**src/rtl/do_req_pkg.sv**
```systemverilog
// Shared types and sizing helpers for the do_req_sequencer block.
`default_nettype none

package do_req_pkg;

  typedef enum logic [1:0] {
    IDLE   = 2'd0,
    ASSERT = 2'd1,
    HOLD   = 2'd2,
    GAP    = 2'd3
  } state_e;

  // Counter width large enough to hold the largest of the three phase lengths.
  function automatic int CNT_W(input int hold, input int gap, input int tmo);
    int m;
    m = hold;
    if (gap > m) m = gap;
    if (tmo > m) m = tmo;
    return $clog2(m + 1);
  endfunction

endpackage

`default_nettype wire

```
**src/rtl/do_req_sequencer_cnt.sv**
```systemverilog
// cyc_down_cnt: loadable, saturating-at-zero down-counter with a zero flag.
`default_nettype none

module cyc_down_cnt
  import do_req_pkg::*;
#(
  parameter int W = 4
) (
  input  logic         clk,
  input  logic         rst,
  input  logic         load_i,
  input  logic [W-1:0] load_val_i,
  input  logic         dec_i,
  output logic         zero_o
);

  logic [W-1:0] cnt_q;

  always_ff @(posedge clk) begin
    if (rst) begin
      cnt_q <= '0;
    end else if (load_i) begin
      cnt_q <= load_val_i;
    end else if (dec_i && (cnt_q != '0)) begin
      cnt_q <= cnt_q - 1'b1;
    end
  end

  assign zero_o = (cnt_q == '0);

endmodule

`default_nettype wire

```
**src/rtl/do_req_sequencer.sv**
```systemverilog
// do_req_sequencer: queues start pulses and paces the do/g handshake.
// Optional ASSERT timeout enabled by defining DO_REQ_TIMEOUT_EN.
`default_nettype none

module do_req_sequencer
  import do_req_pkg::*;
#(
  parameter int HOLD_CYCLES = 10,
  parameter int GAP_CYCLES  = 4,
  parameter int PEND_W      = 4,
  parameter int TIMEOUT     = 64
) (
  input  logic              clk,
  input  logic              rst,
  input  logic              start_i,
  input  logic              abort_i,
  input  logic              g_i,
  output logic              do_o,
  output logic              busy_o,
  output logic [PEND_W-1:0] pend_cnt_o,
  output logic              overflow_o,
  output logic              timeout_err_o
);

  localparam int CW = CNT_W(HOLD_CYCLES, GAP_CYCLES, TIMEOUT);

  localparam logic [1:0] S_IDLE   = IDLE;
  localparam logic [1:0] S_ASSERT = ASSERT;
  localparam logic [1:0] S_HOLD   = HOLD;
  localparam logic [1:0] S_GAP    = GAP;

  localparam logic [CW-1:0]     HOLD_LOAD = CW'(HOLD_CYCLES - 1);
  localparam logic [CW-1:0]     GAP_LOAD  = CW'(GAP_CYCLES - 1);
  localparam logic [PEND_W-1:0] PEND_MAX  = '1;

  logic [1:0]        state_q, state_d;
  logic [PEND_W-1:0] pend_q, pend_d;
  logic              ovf_q, ovf_d;
  logic              to_err_q, to_err_d;
  logic              do_q;

  logic              cnt_load, cnt_dec, cnt_zero;
  logic [CW-1:0]     cnt_val;

`ifdef DO_REQ_TIMEOUT_EN
  logic to_zero;
  logic to_load;

  // Loaded on every entry into ASSERT so each request gets the full window.
  assign to_load = (state_q != S_ASSERT) && (state_d == S_ASSERT);

  cyc_down_cnt #(.W(CW)) u_to_cnt (
    .clk        (clk),
    .rst        (rst),
    .load_i     (to_load),
    .load_val_i (CW'(TIMEOUT - 1)),
    .dec_i      (state_q == S_ASSERT),
    .zero_o     (to_zero)
  );
`endif

  always_comb begin
    state_d  = state_q;
    pend_d   = pend_q;
    ovf_d    = ovf_q;
    to_err_d = to_err_q;
    cnt_load = 1'b0;
    cnt_dec  = 1'b0;
    cnt_val  = '0;

    if (abort_i) begin
      pend_d = '0;
      case (state_q)
        S_ASSERT, S_HOLD: begin
          state_d  = S_GAP;
          cnt_load = 1'b1;
          cnt_val  = GAP_LOAD;
        end
        S_GAP:   cnt_dec = 1'b1;
        default: ;
      endcase
    end else begin
      if ((state_q != S_IDLE) && start_i) begin
        if (pend_q == PEND_MAX) ovf_d  = 1'b1;
        else                    pend_d = pend_q + 1'b1;
      end

      case (state_q)
        S_IDLE: begin
          // A start in this cycle is consumed directly, so the count only drops without one.
          if (start_i || (pend_q != '0)) begin
            state_d = S_ASSERT;
            if (!start_i) pend_d = pend_q - 1'b1;
          end
        end
        S_ASSERT: begin
          if (g_i) begin
            state_d  = S_HOLD;
            cnt_load = 1'b1;
            cnt_val  = HOLD_LOAD;
          end
`ifdef DO_REQ_TIMEOUT_EN
          else if (to_zero) begin
            to_err_d = 1'b1;
            state_d  = S_GAP;
            cnt_load = 1'b1;
            cnt_val  = GAP_LOAD;
          end
`endif
        end
        S_HOLD: begin
          if (cnt_zero) begin
            state_d  = S_GAP;
            cnt_load = 1'b1;
            cnt_val  = GAP_LOAD;
          end else begin
            cnt_dec = 1'b1;
          end
        end
        default: begin
          if (cnt_zero) state_d = S_IDLE;
          else          cnt_dec = 1'b1;
        end
      endcase
    end
  end

  cyc_down_cnt #(.W(CW)) u_phase_cnt (
    .clk        (clk),
    .rst        (rst),
    .load_i     (cnt_load),
    .load_val_i (cnt_val),
    .dec_i      (cnt_dec),
    .zero_o     (cnt_zero)
  );

  always_ff @(posedge clk) begin
    if (rst) begin
      state_q  <= S_IDLE;
      pend_q   <= '0;
      ovf_q    <= 1'b0;
      to_err_q <= 1'b0;
      do_q     <= 1'b0;
    end else begin
      state_q  <= state_d;
      pend_q   <= pend_d;
      ovf_q    <= ovf_d;
      to_err_q <= to_err_d;
      do_q     <= (state_d == S_ASSERT) || (state_d == S_HOLD);
    end
  end

  assign do_o       = do_q;
  assign busy_o     = (state_q != S_IDLE);
  assign pend_cnt_o = pend_q;
  assign overflow_o = ovf_q;

`ifdef DO_REQ_TIMEOUT_EN
  assign timeout_err_o = to_err_q;
`else
  assign timeout_err_o = 1'b0;
`endif

endmodule

`default_nettype wire

```
**config.mk**
```make
export PLATFORM = sky130hd
export DESIGN_NAME = do_req_sequencer
export DESIGN_NICKNAME = d
export VERILOG_FILES = /design/src/rtl/do_req_pkg.sv /design/src/rtl/do_req_sequencer_cnt.sv /design/src/rtl/do_req_sequencer.sv
export SDC_FILE = /design/constraint.sdc
export NUM_CORES = 1
export LEC_CHECK = 0
export ABC_AREA = 1
export CORE_MARGIN = 2
export CORE_UTILIZATION = 49
export DETAILED_ROUTE_END_ITERATION = 8
export GPL_TIMING_DRIVEN = 0
export MAX_ROUTING_LAYER = met4
export PLACE_DENSITY = 0.86
export SETUP_SLACK_MARGIN = 0.4
export SKIP_LAST_GASP = 1
export SYNTH_ARGS = -nofsm -noshare
export SYNTH_HDL_FRONTEND = slang
export SYNTH_SLANG_ARGS = --single-unit
```
**constraint.sdc**
```tcl
create_clock -name clk -period 1.6 [get_ports clk]
set_input_delay 0.16 -clock clk [delete_from_list [all_inputs] [get_ports clk]]
set_output_delay 0.16 -clock clk [all_outputs]
set_load 0.01 [all_outputs]
```
==> impl_metrics.csv <==
group,metric,value,unit
global_routing,grt-ovfl-total,0,
yosys,netlist_area,1105,um^2
clock_network,tritoncts,"yes",
route,routed_len_inst,13.88,um
clock_network,cts_made_buffers,3,
yosys,ys_seq_elements,15,
global_routing,largest_net_degree_at_the_start_of_global_routing,9,
route,ant_nets,0,
setup_path,regToRegStartpoint,"state_q[0]",
worst_hold_path,hp-class,"reg -> reg",
floorplanning,fp.dieArea,2651,um^2
sta,finalClockSkew,0.006302,ns
sta,final-setup-viol-count,0,
clock_network,clock-root-buffer,"clkbuf_4",
setup_path,timing.critical_path.from_type,"flip-flop",
route,drtPass1Iterations,4,
yosys,syn_inst,164,
finish,multi_input_comb_area,888.4,um^2
setup_path,worst-r2r-cell-count,9,
placed_design,finalWeightedCongestion,0.9327,
floorplanning,die_height,51.49,um
sta,finalCriticalPeriod,1.460,ns
finish,final_core_util,75.55,%
route,wl_met3,167,um
finish,final_net_count,212,
route,drt_wl_total,3123,um
pwr,p_leak,0.7664,nW
finish,stdcell_area,1639,um^2
placed_design,io_buffer_count,11,
yosys,syn_nets,178,
setup_path,worstReg2RegEnd,"do_o",
finish,antenna_cells,0,
route,wl_met1,1260,um
global_routing,grt_first_pass_wirelength,4574,um
global_routing,antenna_found_initial,0,
floorplanning,placement_rows,17,
route,detail_route.iter0.violations,21,
worst_hold_path,min_delay_path_depth,2,
finish,ff_latch_area,320.3,um^2
floorplanning,start_util,50.92,%
placed_design,hpwl,1840,um
finish,layout.cells.most_common_list,"nand2_1, buf_4, nor2_1",
placed_design,dp_worst_setup_slack,-0.01766,ns
floorplanning,top_level_ports,13,
route,detail_route.drc_violations,0,
pwr,power.density,1368,nW/um^2
clock_network,clock_insertion_delay_at_the_later_pin_of_the_skew_report,0.28,ns
setup_path,timing.critical_path.cells,"buf_4 > buf_4 > ha_4 > a21oi_1 > nand3_1 > nand2_2 > nand2_1 > nand2_1 > nor2_1",
setup_path,crit_path_max_fanout,4,
clock_network,cts.sinks,15,
worst_hold_path,timing.hold.worst_endpoint,"u_phase_cnt.cnt_q[6]",
finish,layout-drive-gt1-share,44.67,%
clock_network,holdBufCountCts,0,
setup_path,worstPathRequired,1.78,ns
setup_path,max_stage_delay,0.38,ns
route,via_per_inst,5.338,
yosys,synth_area_per_cell,6.737,um^2
finish,final.fill_count,153,
sta,final_report_hold_violation_count,0,
finish,syn2layout_area_growth,48.36,%
finish,mostFrequentLayoutCell,"nand2_1",
setup_path,worstPathArrival,1.64,ns
global_routing,first_global_vias,1128,
yosys,synthDistinctLibCells,26,
placed_design,placement_cell_area,1328,um^2
setup_path,timing.reg2reg.setup_slack,0.14,ns
setup_path,cpMaxStageDelayCell,"dfxtp_4",
yosys,yosysWarnings,0,
setup_path,timing_worst_setup_path_type,"reg -> reg",
clock_network,cts.reportedPaths.clkPinSlew,0.09,ns
clock_network,clock_path_buffers,2,
floorplanning,core_region_area,2170,um^2
yosys,synth_sequential_area_ratio,27.18,%
route,route.met2.wl,1646,um
sta,fmax,685.1,MHz
sta,timing_max_transition_violations_final,0,
sta,setup-tns-final,0,ns
route,top_layer_used,"met4",
clock_network,htreeDepth,1,
sta,fin_ws,0.1404,ns
job,cap_viol_max_count,0,
pwr,post-layout-total-power,0.002243,W
setup_path,endpoint_kind,"flip-flop",
status,outcome,"finished clean",
global_routing,grt_usage,23.10,%
sta,rsz0062_at_grt,"yes",
pwr,vdd.ir_drop.worst,0.001350,V
floorplanning,chipWidth,51.49,um
worst_hold_path,timing.hold.worst.start,"u_phase_cnt.cnt_q[6]",
route,via_count,1201,
sta,min_period_over_period,91.23,%
-- sequential cells by signal, summed over array words and instances (netlist names) --
signal             count
do_o                   1
overflow_o             1
pend_cnt_o             4
state_q                2
u_phase_cnt.cnt_q      7
-- Yosys cell counts --
| cell | count | share of area (%) |
|---|---|---|
| a21oi_1 | 9 | 4.1 |
| a21oi_2 | 1 | 0.79 |
| a21oi_4 | 1 | 1.5 |
| a22o_1 | 1 | 0.79 |
| a31oi_1 | 2 | 1.1 |
| buf_4 | 1 | 0.68 |
| conb_1 | 1 | 0.34 |
| dfxtp_1 | 15 | 27 |
| ha_1 | 9 | 10 |
| inv_1 | 18 | 6.1 |
| inv_2 | 5 | 1.7 |
| inv_4 | 2 | 1.1 |
| nand2_1 | 41 | 14 |
| nand2_2 | 4 | 2.3 |
| nand2_4 | 2 | 2.0 |
| nand3_1 | 10 | 4.5 |
| nand3_2 | 2 | 1.8 |
| nand4_1 | 3 | 1.7 |
| nor2_1 | 18 | 6.1 |
| nor2_2 | 4 | 2.3 |
| nor3_1 | 3 | 1.4 |
| nor3_4 | 1 | 1.5 |
| o21ai_0 | 4 | 1.8 |
| o21ai_1 | 1 | 0.45 |
| o21bai_1 | 1 | 0.68 |
| xor2_1 | 5 | 4.0 |
-- per-layer routing --
metal  GRT usage [%]  vias up
met4           9.649        0
met5               -        -
li1                -      582
met3           3.801        8
met2           38.46       52
met1           27.59      559
-- area by class of cell --
type                    instances  share of cell area (%)
well taps                      28                   2.137
plain buffers                   1                  0.4580
clock buffers                   4                   1.603
repair buffers                 29                   15.11
multi-input cells             123                   54.20
flip-flops and latches         15                   19.54
inverters                      25                   6.947
-- power breakdown --
part	switching, W	internal, W
Clock	0.000119	0.0000968
Combinational	0.000843	0.000616
Sequential	0.0000975	0.000471
Total	0.00106	0.00118
-- what timing repair did --
| action | 4_1_cts | 5_1_grt |
|---|---|---|
| pin swaps | 2 | 12 |
| setup endpoints to repair | 22 | 16 |
| setup buffers | 14 | 4 |
| gates resized for setup | 22 | 27 |
-- logic make-up (layout without fill, tap and decap cells) --
logic type | Yosys count | count (layout) | share of synthesized area (%)
adders and majority gates | 9 | 9 | 10.19
buffers and inverters | 26 | 59 | 9.626
xor gates and xnor gates | 5 | 5 | 3.964
DFF | 15 | 15 | 27.18
AOI/OAI and AO/OA | 20 | 20 | 11.21
and+or+nand+nor | 88 | 88 | 37.49
other | 1 | 1 | 0.3394
-- worst max-delay path, delay by kind of cell (launching register included) --
| kind | cells | cell delay [ns] |
|---|---|---|
| and+or+nand+nor | 5 | 0.40 |
| DFF | 1 | 0.38 |
| buffers and inverters | 2 | 0.29 |
| adders and majority gates | 1 | 0.18 |
| AOI/OAI and AO/OA | 1 | 0.11 |
-- how the worst max path moves through the flow --
stage	end	start	cells past startpoint
after global placement	u_phase_cnt.cnt_q[4]	abort_i	9
after detailed placement	u_phase_cnt.cnt_q[4]	abort_i	9
final	do_o	state_q[0]	9
after floorplan	u_phase_cnt.cnt_q[4]	state_q[1]	10
after global routing	do_o	u_phase_cnt.cnt_q[1]	11
after CTS	u_phase_cnt.cnt_q[3]	state_q[0]	12
-- metrics by stage --
step / hold slack (ns) / cells
after floorplan: 0.2194 / 164
after global placement: 0.4718 / 203
after detailed placement: 0.4885 / 203
after CTS: 0.5034 / 221
after global routing: 0.5128 / 225
final: 0.4769 / 225
Power figures use the tool's default switching activity.
